[src/rtl/calc_pkg.sv]
// -----------------------------------------------------------------------------
// calc_pkg
// Shared definitions for the calculator control path and datapath:
//   - CALC_OP_W    : operator code width
//   - OP_*         : operator encodings, shared with the datapath ALU
//   - calc_state_t : control FSM state encoding
// -----------------------------------------------------------------------------
package calc_pkg;

  localparam int CALC_OP_W = 3;

  // Operator encodings understood by the datapath ALU.
  localparam logic [CALC_OP_W-1:0] OP_ADD  = 3'd0;
  localparam logic [CALC_OP_W-1:0] OP_SUB  = 3'd1;
  localparam logic [CALC_OP_W-1:0] OP_AND  = 3'd2;
  localparam logic [CALC_OP_W-1:0] OP_OR   = 3'd3;
  localparam logic [CALC_OP_W-1:0] OP_XOR  = 3'd4;
  localparam logic [CALC_OP_W-1:0] OP_SHL  = 3'd5;
  localparam logic [CALC_OP_W-1:0] OP_SHR  = 3'd6;
  localparam logic [CALC_OP_W-1:0] OP_PASS = 3'd7;

  // Control sequence: operand A -> operator -> operand B -> execute -> display.
  typedef enum logic [3:0] {
    S_CLR,      // clear all datapath registers
    S_IDLE,     // waiting for operand A
    S_LOAD_A,   // strobe operand A into the input register
    S_XFER_A,   // copy operand A into ACC
    S_WAIT_OP,  // waiting for an operator
    S_LOAD_OP,  // strobe the operator into the opcode register
    S_WAIT_B,   // waiting for operand B
    S_LOAD_B,   // strobe operand B into the input register
    S_WAIT_EQ,  // waiting for equals
    S_EXEC,     // ALU settling, ACC captures in the final cycle
    S_SHOW      // result on display
  } calc_state_t;

endpackage

[src/rtl/calc_control_unit.sv]
// -----------------------------------------------------------------------------
// calc_control_unit
// Control FSM for the calculator datapath. Converts single-cycle keypad events
// into datapath strobes. Outputs are a Moore decode of the state register.
//
// Parameters:
//   EXEC_CYCLES  : cycles the ALU result needs before ACC capture (>= 1)
// Build option:
//   CALC_CHAIN_EN : when defined, an operator pressed while the result is on
//                   display starts a new operation with ACC as operand A.
//
// Ports:
//   clk, reset          : clock (rising edge), synchronous active-high reset
//   num_valid           : keypad finished entering a number
//   op_valid, op_in     : operator key pressed, operator code
//   eq_valid            : equals key
//   clr_key             : clear key (highest priority)
//   load_number/clear_number : input-register strobes
//   inSelect            : ALU mux select (0 = input register, 1 = ALU result)
//   load_result/clear_result : ACC strobes
//   load_code/clear_code     : opcode-register strobes
//   OpCode              : latched operator
//   sel_display         : display mux select (0 = input register, 1 = ACC)
//   ready               : a key event is accepted this cycle
// -----------------------------------------------------------------------------
module calc_control_unit
  import calc_pkg::*;
#(
  parameter int EXEC_CYCLES = 1
) (
  input  logic                 clk,
  input  logic                 reset,
  input  logic                 num_valid,
  input  logic                 op_valid,
  input  logic [CALC_OP_W-1:0] op_in,
  input  logic                 eq_valid,
  input  logic                 clr_key,
  output logic                 load_number,
  output logic                 clear_number,
  output logic                 inSelect,
  output logic                 load_result,
  output logic                 clear_result,
  output logic                 load_code,
  output logic                 clear_code,
  output logic [CALC_OP_W-1:0] OpCode,
  output logic                 sel_display,
  output logic                 ready
);

  localparam int                CNT_W    = $clog2(EXEC_CYCLES + 1);
  localparam logic [CNT_W-1:0]  CNT_LAST = CNT_W'(EXEC_CYCLES - 1);

  calc_state_t          state_q, state_d;
  logic [CALC_OP_W-1:0] op_q;
  logic [CNT_W-1:0]     cnt_q;
  logic                 capture_op;

  assign OpCode = op_q;

  // ---------------------------------------------------------------------------
  // State, operator and exec-counter registers
  // ---------------------------------------------------------------------------
  // NOTE: sequential state uses non-blocking assignments so every register
  // samples pre-edge values regardless of statement order.
  always_ff @(posedge clk) begin
    if (reset) begin
      state_q <= S_CLR;
      op_q    <= '0;
      cnt_q   <= '0;
    end else begin
      state_q <= state_d;
      if (clr_key) begin
        op_q  <= '0;
        cnt_q <= '0;
      end else begin
        if (capture_op) op_q <= op_in;
        if (state_q == S_WAIT_EQ && eq_valid) begin
          cnt_q <= '0;
        end else if (state_q == S_EXEC) begin
          cnt_q <= cnt_q + 1'b1;
        end
      end
    end
  end

  // ---------------------------------------------------------------------------
  // Next-state and Moore output decode
  // ---------------------------------------------------------------------------
  // NOTE: every signal written here gets a default first, so no path through
  // the case statement can leave one unassigned and infer a latch.
  always_comb begin
    state_d      = state_q;
    capture_op   = 1'b0;
    load_number  = 1'b0;
    clear_number = 1'b0;
    inSelect     = 1'b0;
    load_result  = 1'b0;
    clear_result = 1'b0;
    load_code    = 1'b0;
    clear_code   = 1'b0;
    sel_display  = 1'b0;
    ready        = 1'b0;

    unique case (state_q)
      S_CLR: begin
        clear_number = 1'b1;
        clear_result = 1'b1;
        clear_code   = 1'b1;
        state_d      = S_IDLE;
      end
      S_IDLE: begin
        ready = 1'b1;
        if (num_valid) state_d = S_LOAD_A;
      end
      S_LOAD_A: begin
        load_number = 1'b1;
        state_d     = S_XFER_A;
      end
      S_XFER_A: begin
        // inSelect stays 0: ACC takes the operand straight from the input register.
        load_result = 1'b1;
        state_d     = S_WAIT_OP;
      end
      S_WAIT_OP: begin
        ready = 1'b1;
        if (op_valid) begin
          capture_op = 1'b1;
          state_d    = S_LOAD_OP;
        end
      end
      S_LOAD_OP: begin
        load_code = 1'b1;
        state_d   = S_WAIT_B;
      end
      S_WAIT_B: begin
        ready = 1'b1;
        if (num_valid) state_d = S_LOAD_B;
      end
      S_LOAD_B: begin
        load_number = 1'b1;
        state_d     = S_WAIT_EQ;
      end
      S_WAIT_EQ: begin
        ready = 1'b1;
        if (eq_valid) state_d = S_EXEC;
      end
      S_EXEC: begin
        inSelect = 1'b1;
        if (cnt_q == CNT_LAST) begin
          load_result = 1'b1;
          state_d     = S_SHOW;
        end
      end
      S_SHOW: begin
        sel_display = 1'b1;
        ready       = 1'b1;
        // A new number wins over a simultaneous operator.
        if (num_valid) begin
          state_d = S_LOAD_A;
        end
`ifdef CALC_CHAIN_EN
        else if (op_valid) begin
          capture_op = 1'b1;
          state_d    = S_LOAD_OP;
        end
`endif
      end
      default: state_d = S_CLR;
    endcase

    // Clear overrides whatever the state decided; in CLR itself it is a no-op.
    if (clr_key && state_q != S_CLR) state_d = S_CLR;
  end

endmodule

[config.mk]
export PLATFORM = sky130hd
export DESIGN_NAME = calc_control_unit
export DESIGN_NICKNAME = d
export VERILOG_FILES = /design/src/rtl/calc_pkg.sv /design/src/rtl/calc_control_unit.sv
export SDC_FILE = /design/constraint.sdc
export NUM_CORES = 1
export LEC_CHECK = 0
export ABC_AREA = 1
export CAP_MARGIN = 25
export CORE_MARGIN = 1.5
export CORE_UTILIZATION = 41
export DETAILED_ROUTE_END_ITERATION = 6
export GPL_TIMING_DRIVEN = 0
export PLACE_DENSITY_LB_ADDON = 0.3
export SLEW_MARGIN = 20
export SYNTH_ARGS = -nofsm -noshare
export SYNTH_HDL_FRONTEND = slang
export SYNTH_SLANG_ARGS = --single-unit
[constraint.sdc]
create_clock -name clk -period 1.8 [get_ports clk]
set_clock_uncertainty 0.15 [all_clocks]
set_input_delay 0.27 -clock clk [delete_from_list [all_inputs] [get_ports clk]]
set_output_delay 0.27 -clock clk [all_outputs]
set_load 0.02 [all_outputs]
==> qor.txt <==
Status -> complete, no violations
DRT Wirelength -> 1.39 mm
Die Area -> 0.00156 mm^2
Fmax -> 577 MHz
IO Port Bufs -> 20
Syn Inst Count -> 84
Internal -> 640 uW
Most numerous cell in the Yosys netlist -> nand2_1
Synth area leaders -> dfxtp_1 (29%), nand2_1 (12%), nand3_1 (8.2%), nor2_4 (6.2%), a21oi_1 (5.5%)
DR iter-0 viols -> 9
Multi-input logic area -> 324 um^2
Net Count, Synth -> 93
Initial antenna violation count -> 0
Worst Path Required -> 1.38 ns
Synth async-reset ratio -> 0
Clock-pin slew on the worst setup and hold paths -> 0.06 ns
Filler instances -> 103
Sequential cell area fraction in the yosys report -> 0.293
FP Rows -> 12
Number of buffers created by CTS -> 3
Clk Latency, worst-skew pair -> 0.26 ns
Slew @ Worst Pin -> 0.241 ns
FF/Latch Area -> 166 um^2
Diode count -> 0
Min Hold Slack -> 0.310 ns
GRT Total Usage -> 0.195
Worst setup slack after layout -> 0.0655 ns
Max-slew violations -> 0
Core area -> 0.00117 mm^2
Post-DP HPWL -> 1.09 mm
RSZ-0062 raised after global routing -> false
Area Growth Syn to Fin -> 44.6%
Vias -> 629
# DRC -> 0
Peak supply drop -> 0.000776 V
Synth cell count leaders -> nand2_1 (18), nand3_1 (9), dfxtp_1 (8), inv_1 (8), a21oi_1 (6)
Clk buf depth -> 2
Total clock sinks -> 8
CP Capture Type -> output pin
Max H-tree Level -> 1
Via density -> 5.07
Switch Pwr -> 589 uW
Starting Density -> 0.467
# IOs -> 21
Antenna viol nets, final -> 0
Worst Hold Class -> flip-flop to flip-flop
Static leakage -> 0.347 nW
Die Ht -> 39.5 um
Crit Path Category -> flip-flop to output pin
Critical Path Source Type -> flip-flop
Clock share of power -> 0.110
PD cells -> 1550 mW/mm^2
Seq cells post-synth -> 8
Final setup viols -> 0
Logic pwr share -> 0.668
Synth unique cells -> 20
Syn Area/Cell -> 6.51 um^2
CP Data Arrival Time -> 1.31 ns
Drt wl/cell -> 11.2 um
First-pass GRT wire length -> 2.00 mm
Cell taking the most area after synthesis -> dfxtp_1
Sw Ratio -> 0.479
Synth top area share -> 0.293
Drt pass-1 iters -> 4
Die Width -> 39.5 um
CTS tree -> built
Final Net Count -> 121
Area of the mapped netlist -> 547 um^2
Synth Flop Type -> dfxtp_1
Core Util, Final -> 0.675
Number of global-route vias before repair -> 469
Dpl cell area -> 764 um^2
Share of cells above drive strength 1 -> 0.309
RD Place Congestion -> 0.882
Design area -> 791 um^2
Seq pwr share -> 0.222
Root Buffer -> clkbuf_4
Placement Setup Slack -> -0.232 ns
Hold_buf cts -> 0
Ys Warns -> 0
Slew Limit Headroom -> 0.839
Crit path time final -> 1.73 ns
Max_cap viols -> 0
Setup tns final -> 0 ns
Post-synth EDFFs -> 0
Crit Path Max Fanout -> 5
Final Cycle Share -> 0.964
Largest net degree at the start of global routing -> 9
Final Hold Viols -> 0
Grt total ovfl -> 0
## placed cells by master, fill, tap and decap left out
master           instances
nand2_1                 18
clkbuf_4                 3
nor2_4                   4
nor4_1                   1
dfxtp_4                  1
buf_2                    4
clkdlybuf4s15_1          2
nor3_1                   2
or2_2                    1
dfxtp_1                  5
inv_1                    7
a21boi_1                 1
inv_2                    4
o21ai_0                  4
nand3_1                  9
dfxtp_2                  2
clkinv_1                 1
clkdlybuf4s50_1         11
clkbuf_2                 1
o22ai_1                  2
nor2_2                   2
nand4_1                  3
nor2_1                   4
o21ai_2                  1
buf_4                    8
a21oi_1                  6
nand2_2                  3
## registers in the layout, indices dropped and copies added, names as in the netlist
name,flops
OpCode,3
cnt_q,1
state_q,4
## timing repair
action,CTS,global route
setup buffers,0,3
endpoints found under the setup margin,9,6
resized for setup,31,8
pin swaps,0,1
## cell families after synthesis
family,synth area share
AND/OR/NAND/NOR,0.439
buffers and inverters,0.124
AO/OA/AOI/OAI,0.144
flip-flops,0.293
## worst max-delay path, stage by stage, from the launching register on
cell	delay (ns)
dfxtp_2	0.39
inv_2	0.08
nand2_2	0.09
inv_2	0.06
nand2_1	0.09
inv_1	0.07
buf_4	0.13
buf_4	0.14
## path summary, 6_finish.rpt
| kind | startpoint | end | slack [ns] | depth (start not counted) |
|---|---|---|---|---|
| max | state_q[2]$_SDFFE_PP0P_ | clear_number | 0.07 | 7 |
| min | OpCode[2]$_SDFFE_PP0P_ | OpCode[2]$_SDFFE_PP0P_ | 0.31 | 2 |
| max reg2reg | state_q[1]$_SDFFE_PP0P_ | state_q[3]$_SDFFE_PP0P_ | 0.34 | 9 |
| min reg2reg | OpCode[2]$_SDFFE_PP0P_ | OpCode[2]$_SDFFE_PP0P_ | 0.31 | 2 |
## area by class of cell
type	instances	area share
clock buffer	3	0.0285
tap	14	0.0222
inverter	12	0.0570
multi-input combinational	61	0.410
buffer	3	0.0285
timing repair buffer	23	0.244
sequential	8	0.210
## power by group through the flow
stage	Sequential, mW	Combinational (mW)	Clock (mW)
2_1_floorplan	0.256	0.544	0
3_3_place_gp	0.262	0.797	0
3_5_place_dp	0.263	0.809	0
4_1_cts	0.269	0.773	0.138
5_1_grt	0.280	0.895	0.145
6_report	0.273	0.820	0.135
## routing by layer
layer | part of all wire | global-route usage | vias to the layer above | wire [um]
li1 | - | - | 331 | -
met1 | 0.44 | 0.244 | 280 | 611
met2 | 0.51 | 0.311 | 14 | 701
met3 | 0.045 | 0.0682 | 4 | 63
met4 | 0.0058 | 0.0517 | 0 | 8
met5 | 0 | 0 | - | 0
## through the flow
stage / cells / power [mW]
2_1_floorplan: 84 / 0.800
3_3_place_gp: 118 / 1.06
3_5_place_dp: 118 / 1.07
4_1_cts: 121 / 1.18
5_1_grt: 124 / 1.32
6_report: 124 / 1.23
Note: power is estimated with default switching activity, not from simulation.
